--- config.mk ---
export PLATFORM = sky130hd
export DESIGN_NAME = cdb_arbiter
export DESIGN_NICKNAME = d
export VERILOG_FILES = /design/src/rtl/cdb_arbiter.sv
export SDC_FILE = /design/constraint.sdc
export NUM_CORES = 1
export LEC_CHECK = 0
export CAP_MARGIN = 5
export CORE_ASPECT_RATIO = 0.8
export CORE_MARGIN = 4
export CORE_UTILIZATION = 28
export DETAILED_ROUTE_END_ITERATION = 10
export PLACE_DENSITY = 0.61
export RECOVER_POWER = 100
export SLEW_MARGIN = 25
export SYNTH_ARGS = -nofsm -noshare
export SYNTH_HDL_FRONTEND = slang
export SYNTH_SLANG_ARGS = --single-unit
--- constraint.sdc ---
create_clock -name clk_i -period 6.4 [get_ports clk_i]
set_input_delay 0.96 -clock clk_i [delete_from_list [all_inputs] [get_ports clk_i]]
set_output_delay 0.96 -clock clk_i [all_outputs]
set_load 0.01 [all_outputs]
--- src/rtl/cdb_arbiter.sv ---
// Common data bus arbiter: picks one execution-unit result per cycle (round-robin
// with a bounded fast path for requester 0) and drives it from a single output register.
module cdb_arbiter #(
  parameter int N_EU   = 4,
  parameter int DATA_W = 64,
  parameter int HP_EN  = 1,
  parameter int HP_MAX = 3
) (
  input  logic                      clk_i,
  input  logic                      rst_i,
  input  logic                      flush_i,
  input  logic [N_EU-1:0]           eu_valid_i,
  output logic [N_EU-1:0]           eu_ready_o,
  input  logic [N_EU*DATA_W-1:0]    eu_data_i,
  input  logic                      cdb_ready_i,
  output logic                      cdb_valid_o,
  output logic [DATA_W-1:0]         cdb_data_o,
  output logic [$clog2(N_EU)-1:0]   cdb_src_o
);

  localparam int SRC_W = $clog2(N_EU);
  localparam int HPC_W = $clog2(HP_MAX + 1);

  logic                valid_q, valid_d;
  logic [DATA_W-1:0]   data_q, data_d;
  logic [SRC_W-1:0]    src_q, src_d;
  logic [SRC_W-1:0]    rr_q, rr_d;
  logic [HPC_W-1:0]    hp_cnt_q, hp_cnt_d;

  logic                out_en;
  logic                any_valid;
  logic                others_valid;
  logic                hp_take;
  logic [N_EU-1:0]     rr_mask;
  logic [2*N_EU-1:0]   rr_rot;
  logic                rr_found;
  logic [SRC_W-1:0]    rr_win;
  logic [SRC_W-1:0]    win;
  int                  w_int;
  logic [DATA_W-1:0]   eu_data_arr [N_EU];

  for (genvar g = 0; g < N_EU; g++) begin : g_unpack
    assign eu_data_arr[g] = eu_data_i[g*DATA_W +: DATA_W];
  end

  function automatic logic [SRC_W-1:0] wrap_inc(input logic [SRC_W-1:0] idx);
    if (32'(idx) == N_EU - 1) return '0;
    return idx + 1'b1;
  endfunction

  function automatic logic [HPC_W-1:0] sat_inc(input logic [HPC_W-1:0] cnt);
    if (32'(cnt) >= HP_MAX) return HPC_W'(HP_MAX);
    return cnt + 1'b1;
  endfunction

  // Once requester 0 has used up its priority budget it is kept out of the
  // round-robin scan, so the bound actually lets a competing unit through.
  always_comb begin
    rr_mask = eu_valid_i;
    if (HP_EN != 0) rr_mask[0] = 1'b0;
    rr_rot   = {rr_mask, rr_mask} >> rr_q;
    rr_found = 1'b0;
    rr_win   = '0;
    w_int    = 0;
    for (int k = 0; k < N_EU; k++) begin
      if (!rr_found && rr_rot[k]) begin
        rr_found = 1'b1;
        w_int    = int'(rr_q) + k;
        if (w_int >= N_EU) w_int = w_int - N_EU;
        rr_win   = SRC_W'(w_int);
      end
    end
  end

  always_comb begin
    out_en       = !valid_q || cdb_ready_i;
    any_valid    = |eu_valid_i;
    others_valid = |eu_valid_i[N_EU-1:1];
    hp_take      = (HP_EN != 0) && eu_valid_i[0] &&
                   (!others_valid || (32'(hp_cnt_q) < HP_MAX));
    win          = hp_take ? '0 : rr_win;

    eu_ready_o = '0;
    valid_d    = valid_q;
    data_d     = data_q;
    src_d      = src_q;
    rr_d       = rr_q;
    hp_cnt_d   = hp_cnt_q;

    if (flush_i) begin
      valid_d  = 1'b0;
      hp_cnt_d = '0;
    end else if (out_en) begin
      if (any_valid) begin
        eu_ready_o[win] = 1'b1;
        valid_d         = 1'b1;
        data_d          = eu_data_arr[win];
        src_d           = win;
        if (hp_take) begin
          hp_cnt_d = others_valid ? sat_inc(hp_cnt_q) : '0;
        end else begin
          rr_d     = wrap_inc(win);
          hp_cnt_d = '0;
        end
      end else begin
        valid_d = 1'b0;
      end
    end

    if (rst_i) eu_ready_o = '0;
  end

  always_ff @(posedge clk_i or posedge rst_i) begin
    if (rst_i) begin
      valid_q  <= 1'b0;
      data_q   <= '0;
      src_q    <= '0;
      rr_q     <= '0;
      hp_cnt_q <= '0;
    end else begin
      valid_q  <= valid_d;
      data_q   <= data_d;
      src_q    <= src_d;
      rr_q     <= rr_d;
      hp_cnt_q <= hp_cnt_d;
    end
  end

  assign cdb_valid_o = valid_q;
  assign cdb_data_o  = data_q;
  assign cdb_src_o   = src_q;

  a_ready_onehot0: assert property (@(posedge clk_i) disable iff (rst_i)
    $onehot0(eu_ready_o));

  a_stall_stable: assert property (@(posedge clk_i) disable iff (rst_i)
    (valid_q && !cdb_ready_i) |=> ($stable(data_q) && $stable(src_q)));

endmodule
After elaboration in Yosys (flattened, before gate mapping)
Index checks and enable logic that the tools add are counted.
- $add $sub $neg: 9
- magnitude comparators: 9
- eq/ne operators: 1
- shifts and indexed selects: 1
- muxes and demuxes: 43
- bitwise logic cells: 3
- reduce and logical (&&, ||, !) cells: 19
- operators with widths (cell ; count):
    binary-select mux 64 bit (select 2 bit) ; 1
    2-to-1 mux 64 bit ; 2
    2-to-1 mux 2 bit ; 18
    2-to-1 mux 1 bit ; 17
    2-to-1 mux 4 bit ; 4
    greater-or-equal comparator 3 bit (second input constant) ; 4
    >> shifter 8 x 2 -> 4 bit ; 1
    subtractor 2 x 1 -> 2 bit (second input constant) ; 4
    adder 2 x 2 -> 3 bit (second input constant) ; 2
    logical AND 1 bit ; 5
    zero test 1 bit ; 5
    adder 2 x 1 -> 2 bit (second input constant) ; 2
    AND reduction 4 bit ; 1
    nonzero test 2 bit ; 2
    OR reduction 4 bit ; 1
    adder 2 x 1 -> 3 bit (second input constant) ; 1
    greater-or-equal comparator 2 x 3 -> 1 bit (second input constant) ; 1
    less-than comparator 2 x 3 -> 1 bit (second input constant) ; 1
    NOT 2 -> 3 bit ; 1
    AND reduction 3 bit ; 1
    OR reduction 3 bit ; 1
    demux 1 bit (select 2 bit) ; 1
    == test 2 bit (second input constant) ; 1
    greater-or-equal comparator 2 x 1 -> 1 bit (second input constant) ; 1
    other kinds (5) ; 7
- register bits: 71
- bits of input ports: 264

Depth between registers and ports, before layout
Gate-level depths: netlist of run 1.
- depth in word-level cells: 20
- mapped depth: 8
- gate-level depth less buffers: 6

Worst setup path before layout of run 1
Ideal clock, no wire load.
- path kind: input port to output port
- from: in rst_i
- to: out eu_ready_o[1]
- arrival: 2.955 ns
- slack: 2.485 ns
- stages on the path: 3
- path through: inv_1 nand3_1 nor2_1
- longest elaborated chain between the ends: 1
- ends and longest elaborated chain (element ; line ; RTL):
    from (decl) ; 10 ; input logic rst_i,
    2-to-1 mux 4 bit ; 110 ; if (rst_i) eu_ready_o = '0;
    to (decl) ; 13 ; output logic [N_EU-1:0] eu_ready_o,
Every way passes these cells.

Final worst setup path of run 1
- from: in eu_valid_i[3]
- to: out eu_ready_o[3]
- longest elaborated chain between the ends: 20
- ends and longest elaborated chain (element ; line ; RTL):
    from (decl) ; 12 ; input logic [N_EU-1:0] eu_valid_i,
    >> shifter 8 x 2 -> 4 bit ; 61 ; rr_rot = {rr_mask, rr_mask} >> rr_q;
    2-to-1 mux 1 bit ; 66 ; if (!rr_found && rr_rot[k]) begin
    zero test 1 bit ; 66 ;
    logical AND 1 bit ; 66 ;
    2-to-1 mux 1 bit ; 66 ;
    zero test 1 bit ; 66 ;
    logical AND 1 bit ; 66 ;
    2-to-1 mux 1 bit ; 66 ;
    [4 not listed] ; - ;
    less-than comparator 2 x 3 -> 1 bit (implied by the code) / greater-or-equal comparator 2 x 1 -> 1 bit (equally long branches) ; 95 ; eu_ready_o[win] = 1'b1;
    logical AND 1 bit (implied by the code) ; 95 ;
    2-to-1 mux 1 bit (implied by the code) ; 95 ;
    demux 1 bit (select 2 bit) ; 95 ;
    2-to-1 mux 4 bit (*) ; 94 ; if (any_valid) begin
    2-to-1 mux 4 bit (*) ; 93 ; end else if (out_en) begin
    2-to-1 mux 4 bit (*) ; 90 ; if (flush_i) begin
    2-to-1 mux 4 bit (*) ; 110 ;
Mark *: on every way between the ends. The rest lies on a longest branch, timed or not.

==> reports/qor.yml, run 1 <==
status: "finished with violations"
violations: "max-capacitance violations, max-slew violations"
nets: 1254
drt_wl_total_um: 25810
synth_cell_types: 37
ctsRootBufferMaster: "clkbuf_16"
num_io_pins: 335
tightest_slew_ns: 2.632
area_growth_pct: 63.90
setup_viol: 0
hold_ws_ns: 0.4714
synth_top_cell_area_share_pct: 32.28
ys_seq_area_share_pct: 32.28
cp_max_fo: 47
required_ns: 5.44
io_buffers: 334
yosysMostFrequentCell: "a21oi_1"
slew_headroom_pct: -75.46
syn-num-nets: 984
synth_ff_type: "dfrtp_1"
critPathLaunchType: "primary input"
ctsResizeCount: 0
worstPathArrival_ns: 4.12
h-tree-depth: 3
fmax_mhz: 196.9
hold_path.class: "flip-flop to flip-flop"
cts_setup_buffers: 0
fin_util_pct: 47.12
hold_buffers: 0
rsz0062_at_grt: "no"
postSynthAreaPerCell_um2: 7.655
track_usage_pct: 22.03
synth_seq_cells: 71
first_pass_iters: 4
gp_congestion: 0.8200
die-area_um2: 21980
antenna_found_initial: 2
cts_buffers: 9
cts.sinks: 71
drt.antenna.violating_nets: 0
period_needed_ns: 5.080
rows: 45
met1_usage_pct: 28.16
coreArea_um2: 19140
dp_hpwl_um: 17570
hold_violations: 0
drv_cap: 1
yosysTopAreaCell: "dfrtp_1"
grt_max_degree: 73
clk_pin_slew_worst_paths_ns: 0.06
grt_overflow: 0
synthArstFlopShare_pct: 100.0
cts_tree: "done"
drc: 0
yosysWarnings: 0
synth_cells: 719
grt_pass1_wl_um: 37570
leakage_nw: 3.485
grt_pass1_vias: 6354
dieWidth_um: 164.8
drive_gt1_share_pct: 3.726
final_max_slew_viol_count: 67
ys_top_cells_by_count: "a21oi_1, nor2_1, dfrtp_1"
endpoint_kind: "primary output"
initial_core_util_pct: 28.75
power_density_nw_per_um2: 198.1
wl_per_cell_um: 20.62
vias: 6600
synth_area_um2: 5504
grt_util_met2_pct: 35.94
fin_skew_ns: 0.006083
top_usage_layer: "met2"
synth_edf_count: 0
use_met3_pct: 7.454
finalCritPeriodShare_pct: 79.37
setup_tns_ns: 0
synth.area.top_cells: "dfrtp_1, a21oi_1, a211oi_1, and3_1, nor4_1"
die_height_um: 133.4
vias_per_cell: 5.272
vdd_drop_max_mv: 0.1155
cts.path.max_buffers: 2
clk-insertion-delay-late_ns: 0.34
crit_type: "primary input to primary output"
dr.first_iter.drc_count: 333
## where the power goes
group / total, W / switching (W) / internal (W)
registers: 0.000576 / 0.0000482 / 0.000528
logic: 0.000741 / 0.000382 / 0.000359
clock network: 0.000470 / 0.000201 / 0.000269
total: 0.00179 / 0.000631 / 0.00116
## cell usage in the layout (no fill, tap or decap), drive strengths merged
cell type      instances
a211oi                64
and3                  66
nor4                  65
dlygate4sd3           72
a21oi                130
diode                  1
or3                    2
nor2                  72
o21a                   1
clkbuf                12
a32oi                  2
o21ba                  1
ha                     1
mux2                   2
nand2                 68
nor2b                  2
and2b                  1
o22ai                  1
nand2b                 3
mux2i                  1
a31oi                  1
dfrtp                 71
a21boi                66
clkdlybuf4s50        260
inv                    4
a221oi                 1
buf                   12
clkinv                 3
clkinvlp               2
nand3                  1
a21bo                  1
o21ai                  3
nor3                   1
o211a                  1
## critical path: stages
cell and delay, ns:
clkbuf_1 0.86, buf_4 0.64, nor4_1 0.22, nor3_4 0.21, buf_4 0.33, nand3_1 0.14
nor2_1 0.12, dlygate4sd3_1 0.61
## layout make-up
| class | count | area [um2] |
|---|---|---|
| inverters | 5 | 20.02 |
| multi-input cells | 557 | 3219 |
| clock inverters | 4 | 22.52 |
| repair buffers | 345 | 3415 |
| fillers | 1954 | 10120 |
| clock buffers | 11 | 242.7 |
| flip-flops and latches | 71 | 1777 |
| well taps | 258 | 322.8 |
| diodes | 1 | 2.502 |
## metal layers
metal	vias up	routed length [um]
li1	3184	-
met1	3118	11120
met2	274	11910
met3	22	2452
met4	2	318
met5	-	13
## stage by stage
| step | setup slack [ns] | instances | cell area (um2) | power, W |
|---|---|---|---|---|
| global route | 0.9730 | 1252 | 9021 | 0.001891 |
| floorplan | 2.485 | 719 | 5504 | 0.0009378 |
| detailed placement | 1.867 | 1236 | 8825 | 0.001364 |
| finish | 1.320 | 1252 | 9021 | 0.001787 |
| CTS | 1.868 | 1251 | 9090 | 0.001849 |
| global placement | 1.921 | 1236 | 8825 | 0.001363 |
## cells by family after synthesis
family / share of synthesized area (%)
flip-flops: 32.28
multiplexers: 0.6592
buffers and inverters: 8.434
AND/OR/NAND/NOR: 26.10
AO/OA/AOI/OAI: 32.30
adder cells (fa/ha/maj): 0.2273
## path summary, 6_finish.rpt
| kind | depth (start not counted) | end | start | slack (ns) |
|---|---|---|---|---|
| min in group asynchronous | 2 | cdb_data_o[1] | rst_i | 1.17 |
| max in group asynchronous | 3 | cdb_data_o[49] | rst_i | 3.95 |
| setup / recovery | 8 | eu_ready_o[3] | eu_valid_i[3] | 1.32 |
| hold reg to reg | 2 | cdb_src_o[0] | cdb_src_o[0] | 0.47 |
| setup reg to reg | 4 | rr_q[1] | cdb_valid_o | 2.98 |
| hold / removal | 2 | cdb_src_o[0] | cdb_src_o[0] | 0.47 |
## flip-flops by register name, indices dropped and copies added, names as in the netlist
name,cells
cdb_src_o,2
cdb_data_o,64
hp_cnt_q,2
cdb_valid_o,1
rr_q,2
Power figures use the tool's default switching activity.
==> inputs of run 2 (changes only) <==
- PLACE_DENSITY: 0.61 -> 0.64
- clock period: 6.4 -> 4.5 ns (I/O delays scaled with it)
==> run 2 against run 1 <==
  * The run still ends with max-capacitance violations, max-slew violations left
  * Total power is 48% higher
  * Utilization rose by 0.45 points
  * Sequential share of layout area shrank 0.19 points
  * Clock skew is 0.0057 ns higher
  * Clock-buffer cell count did not move
  * Global-route usage fell by 0.36 points
  * Sequential cell count stayed put
  * Wire length decreased by 2.4%
  * Register-to-register slack lost 1.2 ns
  * Die area is the same
  * Critical endpoint is now eu_ready_o[2]
==> reports/qor.yml, run 2 (synthesized netlist as in run 1, its figures left out) <==
status: "finished with violations"  # unchanged
violations: "max-capacitance violations, max-slew violations"  # unchanged
largest_reg_flops: 64  # unchanged
setup_viol: 0  # unchanged
drt_wl_total_um: 25200  # was 25,810 um
dieWidth_um: 164.8  # unchanged
cts.sinks: 71  # unchanged
clk_pin_slew_worst_paths_ns: 0.05  # was 0.06 ns
r2r_setup_slack_ns: 1.74  # was 2.98 ns
vdd_drop_max_mv: 0.1569  # was 0.1155 mV
vias_per_cell: 5.243  # was 5.272
endpoint_kind: "primary output"  # unchanged
cp_max_fo: 44  # was 47
r2r_end: "cdb_data_o[25]"  # was rr_q[1]
cts_buffers: 9  # unchanged
grt_max_degree: 72  # was 73
io_buffers: 334  # unchanged
drt.antenna.violating_nets: 0  # unchanged
power_frac_clock_pct: 29.2  # was 26.3%
finalCritPeriodShare_pct: 84.76
period_needed_ns: 3.814
seq_power_share_pct: 31.0  # was 32.2%
coreArea_um2: 19140  # unchanged
drive_gt1_share_pct: 4.213  # was 3.726%
pre_cts_slack_ns: 1.000  # was 1.867 ns
fin_skew_ns: 0.01175  # was 0.006083 ns
vias: 6596  # was 6,600
setup.worst_path.start: "eu_valid_i[0]"  # was eu_valid_i[3]
r2r_cells: 5  # was 4
crit_type: "primary input to primary output"  # unchanged
final_common_cell: "clkdlybuf4s50_1"  # unchanged
h-tree-depth: 3  # unchanged
required_ns: 3.83  # was 5.44 ns
ctsRootBufferMaster: "clkbuf_16"  # unchanged
hold_violations: 0  # unchanged
final_max_slew_viol_count: 103  # was 67
clk-insertion-delay-late_ns: 0.34  # about the same
most-common-layout-cells: "clkdlybuf4s50_1, a21oi_1, dlygate4sd3_1"  # was clkdlybuf4s50_1, a21oi_1, nor2_1, dlygate4sd3_1, dfrtp_1
drc: 0  # unchanged
worstPathArrival_ns: 3.14  # was 4.12 ns
area_growth_pct: 65.47  # was 63.90%
dr.first_iter.drc_count: 407  # was 333
gp_congestion: 0.8242  # was 0.8200
grt_overflow: 0  # unchanged
cts_tree: "done"  # unchanged
min_from: "cdb_src_o[0]"  # unchanged
die_height_um: 133.4  # unchanged
drv_cap: 2  # was 1
slew_headroom_pct: -28.35  # was -75.46%
die-area_um2: 21980  # unchanged
setup_slack_ns: 0.6860  # was 1.320 ns
critPathLaunchType: "primary input"  # unchanged
ctsResizeCount: 0  # unchanged
fmax_mhz: 262.2
hold_buffers: 0  # unchanged
track_usage_pct: 21.68  # was 22.03%
grt_pass1_wl_um: 37400  # was 37,570 um
hold_path.class: "flip-flop to flip-flop"  # unchanged
rows: 45  # unchanged
r2r-start: "hp_cnt_q[0]"  # was cdb_valid_o
num_io_pins: 335  # unchanged
nets: 1257  # was 1,254
initial_core_util_pct: 28.75  # unchanged
min_path_cells: 2  # unchanged
rsz0062_at_grt: "no"  # unchanged
setup_tns_ns: 0  # unchanged
dp_hpwl_um: 17360  # was 17,570 um
hold_end: "cdb_src_o[0]"  # unchanged
switching_share_pct: 33.74  # was 35.31%
p_comb_share_pct: 39.8  # was 41.5%
internal_power_w: 0.001750  # was 0.001156 W
first_pass_iters: 5  # was 4
grt_pass1_vias: 6508  # was 6,354
leakage_nw: 3.521  # was 3.485 nW
tightest_slew_ns: 1.925  # was 2.632 ns
nFillCells: 1944  # was 1,954
wl_per_cell_um: 20.03  # was 20.62 um
cts.path.max_buffers: 2  # unchanged
cts_setup_buffers: 0  # unchanged
antenna_found_initial: 2  # unchanged
switchingPower_w: 0.0008913  # was 0.0006310 W
power_density_nw_per_um2: 290.0  # was 198.1 nW/um2
## run 2: cell count changes in the layout (fill, tap and decap cells not counted), sizes merged
cell / delta
buf: +1
bufinv: +2
clkbuf: +2
clkdlybuf4s50: -1
clkinvlp: -1
diode: +2
dlygate4sd3: +1
## run 2: worst max-delay path by stage
stage / to / slack (ns) / cells after the start
6_report: eu_ready_o[2] / 0.69 / 5
2_1_floorplan: eu_ready_o[1] / 1.15 / 3
3_3_place_gp: eu_ready_o[2] / 1.02 / 6
4_1_cts: eu_ready_o[0] / 1.0 / 8
3_5_place_dp: eu_ready_o[0] / 1.00 / 8
5_1_grt: eu_ready_o[2] / 0.56 / 5
## run 2: final cells by class
type                            instances  area (um2)  area share (%)
Tap cell                              258       322.8           3.544
Antenna cell                            3       7.507         0.08243
Inverter                                5       20.02          0.2198
Timing Repair Buffer                  348        3430           37.66
Clock buffer                           11       232.7           2.555
Sequential cell                        71        1777           19.51
Clock inverter                          5       82.58          0.9067
Multi-Input combinational cell        557        3236           35.53
## run 2: metal layers
layer	GRT usage [%]	routed length [um]	up-vias
li1	-	-	3201
met2	35.48	11690	325
met4	4.711	238	0
met3	7.980	2788	19
met1	27.40	10480	3051
met5	0	0	-
## run 2: power by group through the flow
stage               logic (W)  clock network [W]  registers (W)
floorplan            0.000462                  0       0.000872
global placement      0.00110                  0       0.000828
detailed placement    0.00110                  0       0.000833
CTS                   0.00111           0.000794       0.000824
global route          0.00114           0.000818       0.000834
finish                0.00105           0.000773       0.000818
## run 2: through the flow
stage	util, %	cell area, um2	cells	hold WS (ns)	power, W
2_1_floorplan	-	5504	719	0.5109	0.001334
4_1_cts	47.90	9169	1255	0.4767	0.002725
3_3_place_gp	46.25	8853	1239	0.4624	0.001932
6_report	47.58	9107	1258	0.4661	0.002641
3_5_place_dp	46.25	8853	1239	0.4630	0.001936
5_1_grt	47.56	9105	1257	0.4886	0.002788
## run 2: critical path, stage by stage
cell and delay (ns):
dlygate4sd3_1 0.65, a21bo_2 0.76, o211a_2 0.35, and3_1 0.17
clkdlybuf4s50_1 0.54
==> inputs of run 3 (changes only) <==
- clock period: 4.5 -> 3.1 ns (I/O delays scaled with it)
==> run 3 against run 2 <==
  * The flow still finishes with violations (max-capacitance violations, max-slew violations)
  * Die area did not move
  * Final cell count up 0.64%
  * Critical path type unchanged
  * Clock power rose by 49%
  * Sequential cell count unchanged
  * Wire length up 1.3%
  * Worst setup slack worse by 0.51 ns
  * Utilization increased by 0.99 points
  * Sequential power rose by 45%
  * Sequential share of layout area shrank 0.40 points
  * Largest power group unchanged
  * Global-route usage grew 0.25 points
==> reports/qor.yml, run 3 (synthesized netlist as in run 1, its figures left out) <==
hold_path.class: "flip-flop to flip-flop"  # unchanged
vias: 6633  # was 6,596
finalNonFillerCells: 1266  # was 1,258
finalCritPeriodShare_pct: 94.29
power_frac_clock_pct: 29.4  # was 29.2%
power_density_nw_per_um2: 422.1  # was 290.0 nW/um2
place_inst: 1249  # was 1,239
seq_power_share_pct: 30.2  # was 31.0%
critPathLaunchType: "primary input"  # unchanged
rows: 45  # unchanged
largest_reg_flops: 64  # unchanged
endpoint_kind: "primary output"  # unchanged
nets: 1267  # was 1,257
dieWidth_um: 164.8  # unchanged
final_max_slew_viol_count: 72  # was 103
gp_congestion: 0.7992  # was 0.8242
cts_tree: "done"  # unchanged
area_growth_pct: 68.90  # was 65.47%
tightest_slew_ns: 1.941  # was 1.925 ns
hold_ws_ns: 0.4862  # was 0.4661 ns
drt.antenna.violating_nets: 0  # unchanged
ctsResizeCount: 0  # unchanged
status: "finished with violations"  # unchanged
setup.worst_path.start: "eu_valid_i[2]"  # was eu_valid_i[0]
ctsRootBufferMaster: "clkbuf_16"  # unchanged
p_comb_share_pct: 40.3  # was 39.8%
drt_wl_total_um: 25520  # was 25,200 um
die_height_um: 133.4  # unchanged
io_buffers: 334  # unchanged
required_ns: 2.63  # was 3.83 ns
crit_type: "primary input to primary output"  # unchanged
grt_max_degree: 107  # was 72
nFillCells: 1917  # was 1,944
internal_power_w: 0.002606  # was 0.001750 W
clk_pin_slew_worst_paths_ns: 0.06  # was 0.05 ns
fmax_mhz: 342.1
hold_violations: 0  # unchanged
initial_core_util_pct: 28.75  # unchanged
grt_pass1_wl_um: 37840  # was 37,400 um
h-tree-depth: 3  # unchanged
drive_gt1_share_pct: 5.660  # was 4.213%
grt_overflow: 0  # unchanged
track_usage_pct: 21.93  # was 21.68%
first_pass_iters: 4  # was 5
switchingPower_w: 0.001318  # was 0.0008913 W
min_from: "cdb_src_o[0]"  # unchanged
setup_viol: 0  # unchanged
drc: 0  # unchanged
cts_setup_buffers: 0  # unchanged
slew_headroom_pct: -29.41  # was -28.35%
most-common-layout-cells: "clkdlybuf4s50_1, a21oi_1, nor2_1"  # was clkdlybuf4s50_1, a21oi_1, dlygate4sd3_1
cp_max_fo: 3  # was 44
violations: "max-capacitance violations, max-slew violations"  # unchanged
coreArea_um2: 19140  # unchanged
switching_share_pct: 33.59  # was 33.74%
vias_per_cell: 5.239  # was 5.243
die-area_um2: 21980  # unchanged
cts_buffers: 9  # unchanged
rsz0062_at_grt: "no"  # unchanged
drv_cap: 1  # was 2
final_common_cell: "clkdlybuf4s50_1"  # unchanged
grt_pass1_vias: 6592  # was 6,508
dr.first_iter.drc_count: 332  # was 407
dp_hpwl_um: 17650  # was 17,360 um
clk-insertion-delay-late_ns: 0.34  # about the same
hold_buffers: 0  # unchanged
antenna_found_initial: 0  # was 2
fin_util_pct: 48.56  # was 47.58%
wl_per_cell_um: 20.16  # was 20.03 um
setup_tns_ns: 0  # unchanged
num_io_pins: 335  # unchanged
worstPathArrival_ns: 2.46  # was 3.14 ns
leakage_nw: 3.600  # was 3.521 nW
vdd_drop_max_mv: 0.2596  # was 0.1569 mV
cts.path.max_buffers: 2  # unchanged
period_needed_ns: 2.923
cts.sinks: 71  # unchanged
fin_skew_ns: 0.005948  # was 0.01175 ns
r2r-start: "cdb_valid_o"  # was hp_cnt_q[0]
run 3: routing by layer:
layer / share of wire (%) / track usage, % / vias up
met3: 9.4 / 6.990 / 21
met1: 42 / 27.23 / 3141
met2: 48 / 37.55 / 258
li1: - / - / 3213
met5: 0 / 0 / -
met4: 1.0 / 4.157 / 0
run 3: path summary, 6_finish.rpt:
path | endpoint | slack (ns) | cells after the start
worst max register to register | cdb_data_o[44] | 0.70 | 6
max in group asynchronous | cdb_data_o[1] | 0.53 | 3
worst min register to register | cdb_src_o[0] | 0.49 | 2
worst min-delay path | cdb_src_o[0] | 0.49 | 2
worst max-delay path | eu_ready_o[0] | 0.18 | 8
min in group asynchronous | hp_cnt_q[1] | 1.43 | 3
run 3: layout make-up:
class                   instances  area, um2  share of cell area, %
flip-flops and latches         71       1777                  19.11
repair buffers                358       3575                  38.45
clock buffers                  11      242.7                  2.611
diodes                          1      2.502                0.02692
inverters                       5      20.02                 0.2153
clock inverters                 5      81.33                 0.8748
multi-input cells             557       3276                  35.24
well taps                     258      322.8                  3.472
run 3: worst max-delay path: stages:
cell and delay (ns):
clkdlybuf4s50_1 0.42, or3_1 0.43, a31oi_4 0.20, nor2_1 0.08, inv_1 0.06, ha_1 0.12
and3_1 0.14, clkdlybuf4s50_1 0.53
run 3: power groups by stage:
stage	logic (W)	clock network [W]	registers [W]
floorplan	0.000671	0	0.00127
global placement	0.00166	0	0.00120
detailed placement	0.00166	0	0.00121
CTS	0.00166	0.00119	0.00119
global route	0.00171	0.00123	0.00121
finish	0.00158	0.00115	0.00119
run 3: metrics by stage:
stage	setup WS (ns)	total power, W	area (um2)
final	0.1770	0.003924	9296
after global routing	0.03582	0.004138	9294
after CTS	0.1533	0.004048	9328
after detailed placement	0.1593	0.002865	9004
after global placement	0.2119	0.002857	9004
after floorplan	0.1746	0.001936	5504
==> RTL change 1 (flow settings as in run 3) <==
Set the parameter `HP_EN` to 0 (it was 1).
--- a/src/rtl/cdb_arbiter.sv
+++ b/src/rtl/cdb_arbiter.sv
@@ -3,7 +3,7 @@
 module cdb_arbiter #(
   parameter int N_EU   = 4,
   parameter int DATA_W = 64,
-  parameter int HP_EN  = 1,
+  parameter int HP_EN  = 0,
   parameter int HP_MAX = 3
 ) (
   input  logic                      clk_i,
Function: changed (Yosys sat finds a counterexample within 4 cycles, from zero or initial values and one cycle with rst_i high).
==> RTL change 1 against run 3 <==
The flow still finishes with violations (capacitance limit, slew limit). Total power rose by 40%. Area after synthesis is 21% lower. Final area down 13%. Global-route usage decreased by 2.9 points. Sequential cell count decreased by 2. Maximum frequency fell by 2.8%. Hold slack lost 0.013 ns. Worst setup slack lost 0.084 ns. Routed wire length fell by 32%. Largest cell class unchanged.
==> RTL change 1: results (changes against run 3) <==
Run status
  – Outcome: finished, violations left (unchanged)
  – Failing checks: capacitance limit, slew limit (unchanged)

Flow run
  – Max cap viols: 1 (unchanged)

Drt
  – Met3 wire length: 1410 um (was 2410 um)
  – Via density per instance: 4.85 (was 5.24)
  – Count of routing violations after the opening detailed-route iteration: 206 (was 332)

Cells and area
  – Filler Cell Count: 1356 (was 1917)
  – Antenna fix cells: 0 (was 1)
  – Fraction of layout instances using a drive strength above 1: 4.48% (was 5.66%)
  – Finished Layout Cells: 925 (was 1266)

Timing
  – Fraction of the cycle the final worst path needs: 97.0% (was 94.3%)
  – Final-report max-slew violation count: 70 (was 72)
  – Worst Skew: 0.00320 ns (was 0.00595 ns)

Synth
  – Average cell area after synthesis: 11.0 sq um (was 7.66 sq um)
  – Synthesized netlist net count: 659 (was 984)
  – Top cells by instance count after synthesis: sky130_fd_sc_hd__mux2i_1, sky130_fd_sc_hd__dfrtp_1, sky130_fd_sc_hd__nand2_1 (was sky130_fd_sc_hd__a21oi_1, sky130_fd_sc_hd__nor2_1, sky130_fd_sc_hd__dfrtp_1)
  – Number of distinct library cells after synthesis: 28 (was 37)

Placement
  – Area after detailed placement: 7780 sq um (was 9000 sq um)
  – Final HPWL from detailed placement: 13300 um (was 17700 um)
  – Number of cells in the design after placement: 908 (was 1249)
  – Pre-CTS setup slack: -0.0156 ns (was 0.159 ns)

Global routing
  – Total Routing Usage GR: 19.0% (was 21.9%)
  – Global-route wire length before repair: 26400 um (was 37800 um)

Setup path
  – Worst reg-to-reg path cell count: 5 (was 6)
  – Arr. time, crit path: 2.54 ns (was 2.46 ns)
-- RTL change 1: final cells by class --
| type | count | area [sq um] | share of cell area [%] |
|---|---|---|---|
| clock buffer | 10 | 239 | 2.95 |
| clock inverter | 6 | 110 | 1.36 |
| inverter | 4 | 15.0 | 0.186 |
| multi-input combinational | 284 | 2300 | 28.4 |
| sequential | 69 | 1730 | 21.3 |
| tap | 210 | 263 | 3.25 |
| timing repair buffer | 342 | 3440 | 42.5 |
-- RTL change 1: worst max-delay path: stages --
cell and delay, ns:
sky130_fd_sc_hd__clkdlybuf4s50_1 0.55, sky130_fd_sc_hd__nor4_1 0.10, sky130_fd_sc_hd__or3b_2 0.53, sky130_fd_sc_hd__nor4_2 0.31, sky130_fd_sc_hd__clkdlybuf4s50_1 0.59
-- RTL change 1: stage by stage --
stage	util [%]	setup TNS [ns]
after CTS	53.8	0
after floorplan	-	0
after global placement	51.4	0
after detailed placement	51.4	-0.0338
final	53.5	0
after global routing	53.5	0
-- RTL change 1: cell families after synthesis --
kind of cell	synth area share, %
mux	30.1
simple gates	8.11
compound gates	15.0
flops	39.8
buf+inv	6.75
fa+ha+maj	0.288
-- RTL change 1: layer usage --
layer | track usage (%) | vias up
met4 | 4.42 | 0
li1 | - | 2141
met2 | 33.3 | 211
met5 | 0 | -
met3 | 6.01 | 25
met1 | 22.9 | 2109
-- RTL change 1: worst min path at each step --
stage                        start             end  slack, ns  cells past startpoint
floorplan                  rr_q[0]         rr_q[0]       0.49                      2
detailed placement    cdb_src_o[0]    cdb_src_o[0]       0.47                      2
finish                cdb_src_o[0]    cdb_src_o[0]       0.47                      2
CTS                   cdb_src_o[0]    cdb_src_o[0]       0.48                      2
global placement      cdb_src_o[0]    cdb_src_o[0]       0.46                      2
global route        cdb_data_o[42]  cdb_data_o[42]       0.50                      2
-- RTL change 1: power breakdown --
group	switching, W	leakage, nW	internal (W)
clock	0.000392	0.165	0.000806
combinational	0.00128	2.50	0.00149
sequential	0.000224	0.850	0.00130
total	0.00190	3.52	0.00359
-- RTL change 1: timing repair --
| item | CTS | global route |
|---|---|---|
| resized for setup | 0 | 2 |
| buffers inserted | 0 | 1 |
| setup endpoints to repair | 0 | 3 |
==> RTL change 2 (flow settings as in run 3) <==
Made on the original files. Make the reset (`rst_i`) synchronous in one clocked block.
--- a/src/rtl/cdb_arbiter.sv
+++ b/src/rtl/cdb_arbiter.sv
@@ -110,7 +110,7 @@
     if (rst_i) eu_ready_o = '0;
   end
 
-  always_ff @(posedge clk_i or posedge rst_i) begin
+  always_ff @(posedge clk_i) begin
     if (rst_i) begin
       valid_q  <= 1'b0;
       data_q   <= '0;
Check against the original RTL: differs if rst_i is asserted again (counterexample within 4 cycles, from zero or initial values and one cycle with rst_i high); with rst_i held inactive, the same outputs for 4 cycles.
==> RTL change 2 against run 3 <==
Area after synthesis is 6.7% higher. Critical path depth is 2 lower. Worst setup slack gained 0.031 ns. Total power is 14% lower. Routed wire length up 7.3%. Global-route usage increased by 0.14 points. Via count up 9.5%. Die area rose by 6.3%. Final area rose by 3.6%. Cell count up 1.0%. First-iteration DRC count is 30% higher. Non-clock buffer count is 2 lower. Sequential cell count unchanged. Critical path type unchanged. Largest cell class is now multi-input gates.
==> RTL change 2: results (changes against run 3) <==
Run status
  – Outcome: complete, no violations (was finished, violations left)

Synth
  – Top cells by instance count after synthesis: sky130_fd_sc_hd__nor3b_1, sky130_fd_sc_hd__clkbuf_1, sky130_fd_sc_hd__dfxtp_1, sky130_fd_sc_hd__nor2_1, sky130_fd_sc_hd__a211oi_1 (was sky130_fd_sc_hd__a21oi_1, sky130_fd_sc_hd__nor2_1, sky130_fd_sc_hd__dfrtp_1)
  – Most frequently used cell type in the post-synthesis netlist: sky130_fd_sc_hd__nor3b_1 (was sky130_fd_sc_hd__a21oi_1)
  – Number of distinct library cells after synthesis: 36 (was 37)
  – Synthesized netlist net count: 1003 (was 984)

Global routing
  – Vias in the first global route: 6992 (was 6592)
  – Total Routing Usage GR: 22.1% (was 21.9%)
  – Number of antenna violations at the first check in global routing: 2 (was 0)
  – Global-route wire length before repair: 41200 um (was 37800 um)

Pwr
  – Max rail drop VDD: 0.199 mV (was 0.260 mV)
  – Lkg Pwr: 3.70 nW (was 3.60 nW)

Drt
  – Final wirelength: 27400 um (was 25500 um)
  – Count of routing violations after the opening detailed-route iteration: 433 (was 332)
  – Met2 routed wirelength: 12700 um (was 12200 um)
  – Wl on met1: 12200 um (was 10700 um)
  – Total via count after detailed routing: 7263 (was 6633)

Setup path
  – First element of the critical path: flush_i (was eu_valid_i[2])
  – Slowest stage delay, CP: 0.62 ns (was 0.53 ns)
  – Worst reg-to-reg path cell count: 5 (was 6)
  – Crit-path slowest cell: sky130_fd_sc_hd__dlygate4sd3_1 (was sky130_fd_sc_hd__clkdlybuf4s50_1)
  – Reg-to-reg critical path startpoint: cdb_valid_o (unchanged)

Cells and area
  – Fraction of layout instances using a drive strength above 1: 11.4% (was 5.66%)
  – Final-stage net count: 1269 (was 1267)

Placement
  – Number of cells in the design after placement: 1262 (was 1249)
  – Final HPWL from detailed placement: 19000 um (was 17700 um)
  – Final estimated routing congestion in global placement: 0.801 (was 0.799)

Timing
  – Worst Skew: 0.00948 ns (was 0.00595 ns)
[RTL change 2: cell count changes after synthesis, moves of 62 or more]
cell,before,now
sky130_fd_sc_hd__a21oi_1,130,6
sky130_fd_sc_hd__a221oi_1,1,64
sky130_fd_sc_hd__a31o_2,0,64
sky130_fd_sc_hd__dfrtp_1,71,0
sky130_fd_sc_hd__dfxtp_1,0,71
sky130_fd_sc_hd__nand2_1,68,6
sky130_fd_sc_hd__nor3b_1,0,129
sky130_fd_sc_hd__nor4_1,64,0
sky130_fd_sc_hd__o31ai_1,0,64
[RTL change 2: worst min path at each step]
stage,from,to,slack (ns),cells past startpoint
global placement,cdb_src_o[1],cdb_src_o[1],0.44,2
global route,cdb_src_o[1],cdb_src_o[1],0.48,2
finish,cdb_src_o[1],cdb_src_o[1],0.46,2
detailed placement,cdb_src_o[1],cdb_src_o[1],0.45,2
CTS,cdb_src_o[1],cdb_src_o[1],0.46,2
floorplan,cdb_src_o[1],cdb_src_o[1],0.48,2
[RTL change 2: worst reg2reg max path, delay by kind of cell (launching register included)]
kind / cells / cell delay, ns
compound gates: 2 / 0.69
buf+inv: 1 / 0.54
flops: 1 / 0.30
simple gates: 2 / 0.71
[RTL change 2: kinds of logic after synthesis]
kind of cell,after synthesis,synth area share (%)
mux,2,0.341
fa+ha+maj,1,0.213
flops,71,24.2
simple gates,284,29.9
buf+inv,106,7.67
compound gates,274,37.7
[RTL change 2: power by group]
part / switching (W) / internal [W]
sequential: 0.0000403 / 0.000991
clock: 0.000438 / 0.000728
combinational: 0.000533 / 0.000640
total: 0.00101 / 0.00236
[RTL change 2: cell type report]
| type | instances | area, sq um |
|---|---|---|
| Antenna cell | 1 | 2.50 |
| Sequential cell | 71 | 1420 |
| Tap cell | 269 | 337 |
| Fill cell | 1999 | 11000 |
| Inverter | 5 | 18.8 |
| Multi-Input combinational cell | 561 | 4030 |
| Clock inverter | 5 | 81.3 |
| Clock buffer | 11 | 243 |
| Timing Repair Buffer | 356 | 3500 |
[RTL change 2: routing by layer]
layer,global-route usage (%),vias to the layer above
li1,-,3471
met1,29.6,3477
met2,35.8,284
met5,0,-
met3,5.39,31
met4,5.59,0
[RTL change 2: stage by stage]
step / utilization, % / hold slack [ns] / setup slack, ns / power [W] / area (sq um)
after global routing: 46.7 / 0.476 / 0.0569 / 0.00354 / 9630
after global placement: 45.3 / 0.442 / 0.258 / 0.00225 / 9340
after floorplan: - / 0.481 / 0.797 / 0.00160 / 5870
final: 46.7 / 0.462 / 0.208 / 0.00337 / 9630
after detailed placement: 45.3 / 0.450 / 0.235 / 0.00226 / 9340
after CTS: 46.8 / 0.461 / 0.236 / 0.00345 / 9670
